--- src/rtl/fetch_unit_if.sv ---
// Bus bundle between the fetch unit, the instruction cache and the decode stage.
// master = fetch unit side, slave = cache/decode environment side.
`ifndef AddrWidth
`define AddrWidth 32
`endif
`ifndef InstWidth
`define InstWidth 32
`endif

interface fetch_unit_if #(
    parameter int ADDR = `AddrWidth,
    parameter int INST = `InstWidth
);
    logic            fetch_e_;
    logic [ADDR-1:0] fetch_pc;
    logic            ic_e_;
    logic [ADDR-1:0] ic_pc;
    logic [INST-1:0] ic_inst;
    logic            inst_e_;
    logic [ADDR-1:0] inst_pc;
    logic [INST-1:0] inst;
    logic            dec_stall;
    logic            br_e_;
    logic [ADDR-1:0] br_pc;

    modport master (
        output fetch_e_, fetch_pc, inst_e_, inst_pc, inst,
        input  ic_e_, ic_pc, ic_inst, dec_stall, br_e_, br_pc
    );

    modport slave (
        input  fetch_e_, fetch_pc, inst_e_, inst_pc, inst,
        output ic_e_, ic_pc, ic_inst, dec_stall, br_e_, br_pc
    );
endinterface

--- src/rtl/fetch_unit.sv ---
// Instruction fetch: issues sequential PC requests, buffers in-order cache responses
// in a small circular buffer, and flushes/discards stale responses on redirect.
`ifndef AddrWidth
`define AddrWidth 32
`endif
`ifndef InstWidth
`define InstWidth 32
`endif

module fetch_unit #(
    parameter int              ADDR     = `AddrWidth,
    parameter int              INST     = `InstWidth,
    parameter logic [ADDR-1:0] RESET_PC = '0,
    parameter int              DEPTH    = 4
) (
    input  logic         clk,
    input  logic         reset,
    fetch_unit_if.master bus
);
    localparam int              CW      = $clog2(DEPTH) + 1;
    localparam int              PW      = $clog2(DEPTH);
    localparam logic [ADDR-1:0] STEP    = ADDR'(INST / 8);
    localparam logic [CW:0]     DEPTH_L = DEPTH[CW:0];

    logic [ADDR-1:0] pc_q, pc_d;
    logic [CW-1:0]   count_q, count_d;
    logic [CW-1:0]   out_q, out_d;
    logic [CW-1:0]   disc_q, disc_d;
    logic [PW-1:0]   head_q, head_d;
    logic [PW-1:0]   tail_q, tail_d;

    logic [ADDR-1:0] pc_mem   [DEPTH];
    logic [INST-1:0] inst_mem [DEPTH];

    logic [CW:0] occupancy;
    logic        fire, redirect, resp, push, drop, pop, has_entry;

    // Space is reserved at request time, so a response can always be pushed.
    assign occupancy = {1'b0, count_q} + {1'b0, out_q};
    assign fire      = !reset && bus.br_e_ && (occupancy < DEPTH_L);
    assign redirect  = !reset && !bus.br_e_;
    assign resp      = !reset && !bus.ic_e_ && (out_q != '0);
    assign push      = resp && !redirect && (disc_q == '0);
    assign drop      = resp && !redirect && (disc_q != '0);
    assign has_entry = (count_q != '0);
    assign pop       = !reset && has_entry && !bus.dec_stall && !redirect;

    assign bus.fetch_e_ = !fire;
    assign bus.fetch_pc = pc_q;
    assign bus.inst_e_  = !(has_entry && !reset);
    assign bus.inst_pc  = reset ? '0 : pc_mem[head_q];
    assign bus.inst     = reset ? '0 : inst_mem[head_q];

    always_comb begin
        pc_d    = pc_q;
        count_d = count_q;
        out_d   = out_q + CW'(fire) - CW'(resp);
        disc_d  = disc_q;
        head_d  = head_q;
        tail_d  = tail_q;
        if (redirect) begin
            // Everything still in flight is now stale and must be dropped on arrival.
            pc_d    = bus.br_pc;
            count_d = '0;
            head_d  = tail_q;
            disc_d  = out_q - CW'(resp);
        end else begin
            if (fire) begin
                pc_d = pc_q + STEP;
            end
            if (drop) begin
                disc_d = disc_q - 1'b1;
            end
            count_d = count_q + CW'(push) - CW'(pop);
            if (pop) begin
                head_d = head_q + 1'b1;
            end
            if (push) begin
                tail_d = tail_q + 1'b1;
            end
        end
    end

    always_ff @(posedge clk) begin
        if (reset) begin
            pc_q    <= RESET_PC;
            count_q <= '0;
            out_q   <= '0;
            disc_q  <= '0;
            head_q  <= '0;
            tail_q  <= '0;
        end else begin
            pc_q    <= pc_d;
            count_q <= count_d;
            out_q   <= out_d;
            disc_q  <= disc_d;
            head_q  <= head_d;
            tail_q  <= tail_d;
        end
    end

    always_ff @(posedge clk) begin
        if (push) begin
            pc_mem[tail_q]   <= bus.ic_pc;
            inst_mem[tail_q] <= bus.ic_inst;
        end
    end
endmodule

--- src/flat_wrapper.sv ---
// flat-port wrapper written by rule: the top's interface ports become plain ports
module fetch_unit_flat 
#(
    parameter int              ADDR     = `AddrWidth,
    parameter int              INST     = `InstWidth,
    parameter logic [ADDR-1:0] RESET_PC = '0,
    parameter int              DEPTH    = 4
)
  (clk, reset, bus_fetch_e_, bus_fetch_pc, bus_inst_e_, bus_inst_pc, bus_inst, bus_ic_e_, bus_ic_pc, bus_ic_inst, bus_dec_stall, bus_br_e_, bus_br_pc);
  fetch_unit_if #(.ADDR(ADDR), .INST(INST)) bus_i ();
  input  logic clk;
  input  logic reset;
  output wire logic [$bits(bus_i.fetch_e_)-1:0] bus_fetch_e_;
  output wire logic [$bits(bus_i.fetch_pc)-1:0] bus_fetch_pc;
  output wire logic [$bits(bus_i.inst_e_)-1:0] bus_inst_e_;
  output wire logic [$bits(bus_i.inst_pc)-1:0] bus_inst_pc;
  output wire logic [$bits(bus_i.inst)-1:0] bus_inst;
  input wire logic [$bits(bus_i.ic_e_)-1:0] bus_ic_e_;
  input wire logic [$bits(bus_i.ic_pc)-1:0] bus_ic_pc;
  input wire logic [$bits(bus_i.ic_inst)-1:0] bus_ic_inst;
  input wire logic [$bits(bus_i.dec_stall)-1:0] bus_dec_stall;
  input wire logic [$bits(bus_i.br_e_)-1:0] bus_br_e_;
  input wire logic [$bits(bus_i.br_pc)-1:0] bus_br_pc;
  assign bus_fetch_e_ = bus_i.fetch_e_;
  assign bus_fetch_pc = bus_i.fetch_pc;
  assign bus_inst_e_ = bus_i.inst_e_;
  assign bus_inst_pc = bus_i.inst_pc;
  assign bus_inst = bus_i.inst;
  assign bus_i.ic_e_ = bus_ic_e_;
  assign bus_i.ic_pc = bus_ic_pc;
  assign bus_i.ic_inst = bus_ic_inst;
  assign bus_i.dec_stall = bus_dec_stall;
  assign bus_i.br_e_ = bus_br_e_;
  assign bus_i.br_pc = bus_br_pc;
  fetch_unit #(.ADDR(ADDR), .INST(INST), .RESET_PC(RESET_PC), .DEPTH(DEPTH)) u_core (.clk(clk), .reset(reset), .bus(bus_i));
endmodule
--- config.mk ---
export PLATFORM = sky130hd
export DESIGN_NAME = fetch_unit_flat
export DESIGN_NICKNAME = d
export VERILOG_FILES = /design/src/rtl/fetch_unit_if.sv /design/src/rtl/fetch_unit.sv /design/src/flat_wrapper.sv
export SDC_FILE = /design/constraint.sdc
export NUM_CORES = 1
export LEC_CHECK = 0
export BUFFER_PORTS_ARGS = -buffer_cell sky130_fd_sc_hd__buf_2
export CAP_MARGIN = 10
export CORE_ASPECT_RATIO = 0.5
export CORE_MARGIN = 1
export CORE_UTILIZATION = 56
export DETAILED_ROUTE_END_ITERATION = 16
export HOLD_SLACK_MARGIN = 0.05
export PLACE_DENSITY = 0.82
export SLEW_MARGIN = 0
export SYNTH_ARGS = -nofsm -noshare
export SYNTH_HDL_FRONTEND = slang
export SYNTH_SLANG_ARGS = --single-unit
--- constraint.sdc ---
create_clock -name clk -period 3.86 [get_ports clk]
set_input_delay 0 -clock clk [delete_from_list [all_inputs] [get_ports clk]]
set_output_delay 0 -clock clk [all_outputs]
set_load 0.005 [all_outputs]
==> results of run 1 <==
path summary, 6_finish.rpt:
path / startpoint / to / slack, ns
max: u_core.out_q[1] / u_core.pc_mem[1][7] / 1.15
min: bus_ic_inst[26] / u_core.inst_mem[3][26] / 0.18
max reg2reg: u_core.out_q[1] / u_core.pc_mem[1][7] / 1.15
min reg2reg: u_core.bus.fetch_pc[7] / u_core.bus.fetch_pc[7] / 0.56
metal layers:
layer  global-route usage [%]  wire length [um]  share of wire (%)  up-vias
met1                     30.8             11000                 40     3771
met5                        0                 0                  0        -
li1                         -                 -                  -     3357
met2                     43.0             14200                 52      306
met3                     4.70              1630                5.9       50
met4                     6.78               677                2.5        0
cell families after synthesis:
| family | after synthesis | share of synthesized area, % |
|---|---|---|
| buf+inv | 52 | 1.71 |
| fa+ha+maj | 17 | 1.83 |
| flops | 303 | 69.4 |
| simple gates | 200 | 10.1 |
| compound gates | 38 | 2.40 |
| xor+xnor | 36 | 2.54 |
| mux | 68 | 11.9 |
metrics by stage:
| step | hold WS (ns) | total power [mW] | cells |
|---|---|---|---|
| 6_report | 0.182 | 6.96 | 1335 |
| 3_5_place_dp | 0.217 | 4.36 | 1183 |
| 2_1_floorplan | 0.0989 | 4.12 | 714 |
| 5_1_grt | 0.178 | 7.18 | 1335 |
| 4_1_cts | 0.166 | 6.95 | 1335 |
| 3_3_place_gp | 0.210 | 4.34 | 1183 |
cells in the final DEF (no fill, tap or decap), drive strengths merged:
| cell | instances |
|---|---|
| bufinv | 2 |
| dlygate4sd3 | 104 |
| nor4 | 11 |
| o21ai | 3 |
| clkinv | 14 |
| nor4b | 1 |
| mux2i | 3 |
| nand2 | 18 |
| mux4 | 64 |
| or2 | 1 |
| dfxtp | 47 |
| xnor2 | 30 |
| and3 | 4 |
| clkbuf | 30 |
| mux2 | 1 |
| and4 | 4 |
| nand3 | 12 |
| buf | 205 |
| xor2 | 6 |
| or3 | 4 |
| nor2b | 67 |
| a311oi | 4 |
| ha | 15 |
| and2 | 8 |
| nor3 | 14 |
| inv | 16 |
| edfxtp | 256 |
| nor2 | 45 |
| nand4 | 8 |
| and4b | 1 |
| clkinvlp | 2 |
| fa | 2 |
| a211oi | 31 |
| nand2b | 2 |
flip-flops by register name, indices dropped and copies added, names as in the netlist, named ones only:
name                 flops
u_core.tail_q            2
u_core.pc_mem          128
u_core.disc_q            3
u_core.head_q            2
u_core.bus.fetch_pc     32
u_core.out_q             3
u_core.inst_mem        128
u_core.count_q           3
critical path: stages, from the launching register on:
cell and delay, ns:
dfxtp_1 0.45, nor3_1 0.08, nor3_1 0.43, and4b_1 0.48, and2_4 0.86
cell type report:
cell class | count | share of cell area [%]
Inverter | 16 | 0.385
Timing Repair Buffer | 309 | 13.5
Sequential cell | 303 | 55.4
Clock buffer | 30 | 4.27
Multi-Input combinational cell | 359 | 23.0
Clock inverter | 18 | 1.05
Tap cell | 300 | 2.41
power groups by stage:
| stage | combinational (mW) | clock (mW) | sequential (mW) |
|---|---|---|---|
| CTS | 0.669 | 2.57 | 3.72 |
| global placement | 0.559 | 0 | 3.78 |
| finish | 0.675 | 2.56 | 3.72 |
| global route | 0.735 | 2.71 | 3.73 |
| detailed placement | 0.576 | 0 | 3.79 |
| floorplan | 0.371 | 0 | 3.75 |
==> run metrics, run 1 <==
# port buffers approximately 200; final instance area roughly 0.016 mm2; Ys Warns 0; GR Overflow Total 0; VDD IR max 0.000427 V; share of layout cells above drive strength 1 between 30% and 40%; Placement Setup Slack approximately 1.1 ns; # setup viols final 0; prevailing post-synth register cell edfxtp_1; multi-input logic area ~0.0036 mm2; Die ar. ~0.023 mm2; leakage 5.48 nW; final slew viol count 0; Initial DRC Count 654; Clock Root Buffer clkbuf_16; NetSw approximately 1.6 mW; vias about 7500; H-Tree Depth 1; average size of a mapped cell approximately 17 um2; Max Cap Viol 0; critical path type register to register; Final Util between 70% and 80%; final worst slack 1.15 ns; Yosys top cell by area edfxtp_1; area fraction of the dominant cell type after synthesis approximately 62%; Pint roughly 5.4 mW; Post-Place Cell Area between 0.01 and 0.015 mm2; power density cells roughly 450 mW/mm2; ant diodes 0; Fmax 370 MHz; die height around 110 um; Net Count, Synth 832; switching share of power a little under a quarter; WL/cell just over 20 um; worst hold path stage count 2; cts bufs inserted 26; clock slew at reported path FFs about 0.070 ns; Sequential Area around 0.0086 mm2; Initial Util a little under three fifths; CP required roughly 4 ns; asr flop ratio synth 0%; top cells by count, synth 256 x edfxtp_1, 67 x nor2b_1, 64 x mux4_2; Final Net Count between 1000 and 1500; setup_tns 0 ns; Slew @ Worst Pin 1.01 ns; Mapped Area 0.0124 mm2; reg2reg path depth 4; drt drc 0; Yosys reg bits 303; TritonCTS clock tree done; largest net degree at the start of global routing between 60 and 70; Global Route Usage Sum approximately a quarter; vias in the first global route about 7600; fillers ~1300; Final Hold Viols 0; period utilization a little over two thirds; Hold WC Path Type input port to register; Clock power frac 36.9%; post-CTS setup buffers 0; remaining antenna violation count 0; IO Pins about 200; crit-path max FO 64; Flop pwr share 53.4%; post-CTS resize count 0; Tmin final between 2 and 3 ns; cts hold-fix bufs about 100; Skew-Pair Late Insertion Delay roughly 0.57 ns; routed vias/inst between 5 and 6; DR pass1 iterations 5; EDFF count, synth 256; synth unique cells between 40 and 50; Mapped Cells a little over 700; outcome completed; synth top area cells edfxtp_1 62%, mux4_2 12%, dfxtp_1 7.6%; Seq/Total Area, Yosys 69.4%; RSZ-0062 raised after global routing false; core footprint ~0.022 mm2; RePlAce Congestion 0.879; first-pass GRT wire length ~41 mm; width of the die approximately 210 um; initial antenna violation count 0; CP Launch Type register; final WL between 20 and 30 mm; top-count cell post-synth edfxtp_1; Layout Skew approximately 0.037 ns; crit end category register; Synth-to-Final Area Change 25.5%; Rows 38; crit path DAT just under 3 ns; DP HPWL ~15 mm; fraction of power consumed by combinational cells under 10%; CTS sink cnt between 300 and 400; clock tree buffer depth 3; max_slew headroom 32.5%
No activity file was read; power rests on OpenSTA's default activity.
==> run 2: changes to the inputs <==
Settings changed: ABC_AREA set to 1, CORE_UTILIZATION 56 to 51, PLACE_DENSITY 0.82 to 0.79.
Clock period 3.86 ns to 2.2 ns, I/O delays scaled along.
==> run metrics, run 2 <==
average size of a mapped cell 10.4 um2; asr flop ratio synth 0%; max_slew headroom roughly 40%; drt drc 0; core footprint ~0.024 mm2; routed vias/inst about 5.3; outcome completed; commonest non-fill, non-tap cell in the layout nor2_1; Sequential Area slightly below 0.009 mm2; synth top area cells edfxtp_1 59%, nor2_1 9.4%, dfxtp_1 7.3%; Min Hold Slack around 0.095 ns; Net Count, Synth 1361; DP HPWL 18.3 mm; Final Net Count between 1500 and 2000; Skew-Pair Late Insertion Delay 0.56 ns; crit-path max FO 13; final worst slack roughly 0.088 ns; IO Pins between 150 and 200; leakage ~6.3 nW; period utilization a little over nine tenths; vias in the first global route around 9900; TritonCTS clock tree done; final slew viol count 0; WL/cell between 15 and 20 um; Global Route Usage Sum between 20% and 30%; # port buffers around 200; commonest cells after routing, fill and taps aside 317 x nor2_1, 256 x edfxtp_1, 198 x buf_2; ant diodes 0; top cells by count, synth 323 x nor2_1, 256 x edfxtp_1, 140 x o21ai_0; critical path type register to register; post-CTS setup buffers 0; die height about 110 um; largest net degree at the start of global routing around 130; share of layout cells above drive strength 1 around a fifth; Initial Util around 53%; final instance area around 0.016 mm2; prevailing post-synth register cell edfxtp_1; Slew @ Worst Pin ~0.9 ns; remaining antenna violation count 0; Max Cap Viol 0; Clock power frac between 30% and 40%; cts bufs inserted 27; multi-input logic area 0.00386 mm2; Yosys top cell by area edfxtp_1; clock tree buffer depth 3; Initial DRC Count roughly 900; Clock Root Buffer clkbuf_16; Rows 40; Final Hold Viols 0; DR pass1 iterations 6; Bufs and invs on worst path 4; crit end category register; EDFF count, synth between 200 and 300; Yosys reg bits about 300; delay-heaviest family, CP buffers and inverters; RSZ-0062 raised after global routing false; switching share of power 24.2%; Mapped Cells 1243; synth unique cells 37; Layout Skew around 0.017 ns; clock slew at reported path FFs approximately 0.070 ns; Hold WC Path Type input port to register; Tmin final 2.11 ns; H-Tree Depth 1; CTS sink cnt just over 300; area fraction of the dominant cell type after synthesis 59.3%; vias roughly 10000; initial antenna violation count 0; Ys Warns 0; Synth-to-Final Area Change 26.5%; CP Launch Type register; Flop pwr share roughly half; VDD IR max around 0.00074 V; most used cell, CP buf_4; Crit-path slowest cell dlygate4sd3_1; width of the die around 230 um; Pint about 9.9 mW; Die ar. 0.0261 mm2; top-count cell post-synth nor2_1; Worst path max stage delay approximately 0.55 ns; Mapped Area roughly 0.013 mm2; crit path cell chain buf_4, ha_1, inv_1, nand2_2, nor2_8, buf_4, nand3_1, nand2_1, o21ai_0, dlygate4sd3_1; first-pass GRT wire length just under 50 mm; CP required 2.64 ns; Placement Setup Slack 0.0340 ns; fillers between 1500 and 2000; crit path DAT 2.55 ns; power density cells between 700 and 800 mW/mm2; GR Overflow Total 0; NetSw 3.14 mW; RePlAce Congestion about 0.93; final WL between 30 and 40 mm; Fmax 474 MHz; Seq/Total Area, Yosys 66.6%; Post-Place Cell Area around 0.014 mm2; fraction of power consumed by combinational cells 11.6%; # setup viols final 0
## run 2: cell count changes after synthesis, sizes merged, moves of 27 or more
cell and delta:
a211oi -29, a21oi +105, inv +39, mux4 -64, nand2 +115, nand3 +27
nor2 +289, nor2b -67, o21ai +156, xnor2 -28
## run 2: what timing repair did
action / 4_1_cts / 5_1_grt
setup endpoints to repair: 0 / 11
hold buffers: 102 / 0
hold endpoints to repair: 297 / 0
resized for setup: 0 / 7
## run 2: metal layers
layer	track usage, %	part of all wire (%)	vias to the layer above
met5	0	0	-
met4	7.61	2.2	0
met3	4.03	7.0	57
met2	43.4	51	380
met1	29.9	40	4767
li1	-	-	4838
## run 2: layout make-up
class	count	share of cell area (%)
clock buffers	28	4.14
clock inverters	20	1.52
inverters	55	1.30
multi-input cells	820	23.5
flip-flops and latches	303	52.7
well taps	336	2.56
repair buffers	324	14.2
## run 2: path summary, 6_finish.rpt
path | from | to | slack, ns | cells past startpoint
worst min-delay path | bus_ic_e_ | u_core.disc_q[0] | 0.1 | 7
worst max register to register | u_core.count_q[2] | u_core.bus.fetch_pc[5] | 0.09 | 10
worst max-delay path | u_core.count_q[2] | u_core.bus.fetch_pc[5] | 0.09 | 10
worst min register to register | u_core.out_q[1] | u_core.out_q[2] | 0.50 | 1
## run 2: cells by family after synthesis
| kind of cell | synth area share [%] |
|---|---|
| fa+ha+maj | 1.76 |
| buf+inv | 4.04 |
| xor+xnor | 0.541 |
| flops | 66.6 |
| simple gates | 16.3 |
| compound gates | 10.8 |
## run 2: worst min-delay path: stages
cell	delay (ns)
buf_2	0.10
nor2_1	0.05
nand2_1	0.09
nor2_2	0.07
nand2_1	0.05
nand2_1	0.11
a21oi_1	0.14
## run 2: power groups by stage
stage | clock, mW | combinational (mW) | sequential [mW]
6_report | 5.00 | 1.51 | 6.51
5_1_grt | 5.29 | 1.69 | 6.52
4_1_cts | 5.03 | 1.50 | 6.50
3_5_place_dp | 0 | 1.34 | 6.63
3_3_place_gp | 0 | 1.28 | 6.62
2_1_floorplan | 0 | 0.817 | 6.61
## run 2: metrics by stage
stage	total power, mW	setup TNS, ns	utilization (%)	cells
floorplan	7.42	-9.95	-	1243
global placement	7.90	0	59.0	1736
detailed placement	7.97	0	59.0	1736
CTS	13.0	0	66.9	1886
global route	13.5	0	67.0	1886
finish	13.0	0	67.0	1886
==> run 3: changes to the inputs <==
Settings changed: SETUP_SLACK_MARGIN set to 0.1.
==> run metrics, run 3 (synthesis gave the netlist of run 2 again) <==
remaining antenna violation count 0; RSZ-0062 raised after global routing false; commonest cells after routing, fill and taps aside 315 x nor2_1, 256 x edfxtp_1, 198 x buf_2; reg2reg path depth 11; Worst path max stage delay 0.40 ns; Worst Setup SP u_core.count_q[2]; Skew-Pair Late Insertion Delay 0.56 ns; drt drc 0; period utilization a little over nine tenths; H-Tree Depth 1; crit path DAT around 2.6 ns; commonest non-fill, non-tap cell in the layout nor2_1; first-pass GRT wire length 49.8 mm; die height ~110 um; IO Pins between 150 and 200; core footprint approximately 0.024 mm2; TritonCTS clock tree done; Initial Util 52.9%; most used cell, CP ha_4; Slew @ Worst Pin slightly above 0.9 ns; DP HPWL approximately 19 mm; Worst R2R Setup Slack ~0.094 ns; initial antenna violation count 1; VDD IR max ~0.00067 V; Synth-to-Final Area Change 28.4%; crit end category register; Max Cap Viol 0; crit path to u_core.out_q[2]; Global Route Usage Sum about a quarter; share of layout cells above drive strength 1 around a fifth; CP Launch Type register; Final Net Count between 1500 and 2000; vias in the first global route ~10000; final WL 32.5 mm; routed vias/inst ~5.3; Hold Startpoint bus_ic_e_; outcome completed; CP required between 2 and 3 ns; Rows 40; Reg2Reg Launch Point u_core.count_q[2]; critical path type register to register; max_slew headroom a little under two fifths; largest net degree at the start of global routing about 70; CTS sink cnt 303; setup_tns 0 ns; power density cells about 790 mW/mm2; Initial DRC Count between 900 and 1000; placed cells around 1700; Min Hold Slack roughly 0.066 ns; clock tree buffer depth 3; Layout Skew roughly 0.012 ns; leakage around 6.3 nW; crit path cell chain buf_4, ha_4, nor2_2, nand2_4, nor2_8, ha_4, inv_1, fa_2, xor2_2, o21ai_1, a21oi_1; Hold WC Path Type input port to register; Fmax around 470 MHz; Crit. path cell count 11; clock slew at reported path FFs approximately 0.060 ns; delay-heaviest family, CP adder cells; vias 10100; Bufs and invs on worst path 2; Clock Root Buffer clkbuf_16; Crit-path slowest cell fa_2; Non-Filler Instances 1900; width of the die 227 um; Critical R2R Capture u_core.out_q[2]; # setup viols final 0; Tmin final ~2.1 ns; WL/cell 17.1 um; cts bufs inserted 27; Final Hold Viols 0; RePlAce Congestion about 0.95; DR pass1 iterations 5; # port buffers 198; Die ar. around 0.026 mm2; GR Overflow Total 0; crit-path max FO 2; final slew viol count 0
run 3: worst min path at each step:
stage / to / cells after the start
final: u_core.disc_q[2] / 7
after global routing: u_core.tail_q[0] / 7
after floorplan: u_core.inst_mem[0][0] / 0
after detailed placement: u_core.pc_mem[3][18] / 1
after global placement: u_core.inst_mem[3][11] / 1
after CTS: u_core.disc_q[2] / 7
run 3: area by class of cell:
| class | instances | area (um2) |
|---|---|---|
| flip-flops and latches | 303 | 8640 |
| repair buffers | 334 | 2440 |
| clock inverters | 19 | 223 |
| fillers | 1718 | 7840 |
| multi-input cells | 820 | 3970 |
| inverters | 55 | 219 |
| diodes | 2 | 5.00 |
| well taps | 336 | 420 |
| clock buffers | 31 | 711 |
run 3: tightest hold or removal path, cell delays in order:
cell	delay, ns
buf_2	0.07
nor2_1	0.06
nand2_2	0.09
nor2_2	0.06
nand2_1	0.05
nand2_1	0.11
a21oi_1	0.14
run 3: metal layers:
layer,track usage [%],wire length [um],vias to the layer above
met4,10.6,1200,0
met1,30.8,13500,4800
met3,3.85,1920,89
met2,42.4,15900,392
li1,-,-,4861
met5,0,0,-
run 3: power by group:
group | total, mW | switching (mW) | leakage [nW] | internal (mW)
Combinational | 1.61 | 0.916 | 3.18 | 0.690
Sequential | 6.52 | 0.138 | 2.69 | 6.38
Clock | 4.98 | 2.17 | 0.441 | 2.82
Total | 13.1 | 3.22 | 6.31 | 9.88
run 3: timing repair:
| action | in CTS | in global routing |
|---|---|---|
| setup endpoints to repair | 63 | 3 |
| endpoints found under the hold margin | 295 | 0 |
| hold buffers | 103 | 0 |
| gates resized for setup | 11 | 20 |
| setup buffers | 4 | 3 |
| cloned | 1 | 0 |
| pin swaps | 4 | 11 |
run 3: through the flow:
step / util [%] / worst slack (ns) / instance area, um2 / power (mW)
after floorplan: - / -0.0558 / 13000 / 7.42
after global placement: 59.0 / 0.118 / 14400 / 7.91
after detailed placement: 59.0 / 0.0403 / 14400 / 7.96
after CTS: 67.4 / 0.125 / 16500 / 13.0
after global routing: 68.0 / 0.00835 / 16600 / 13.6
final: 68.0 / 0.0942 / 16600 / 13.1
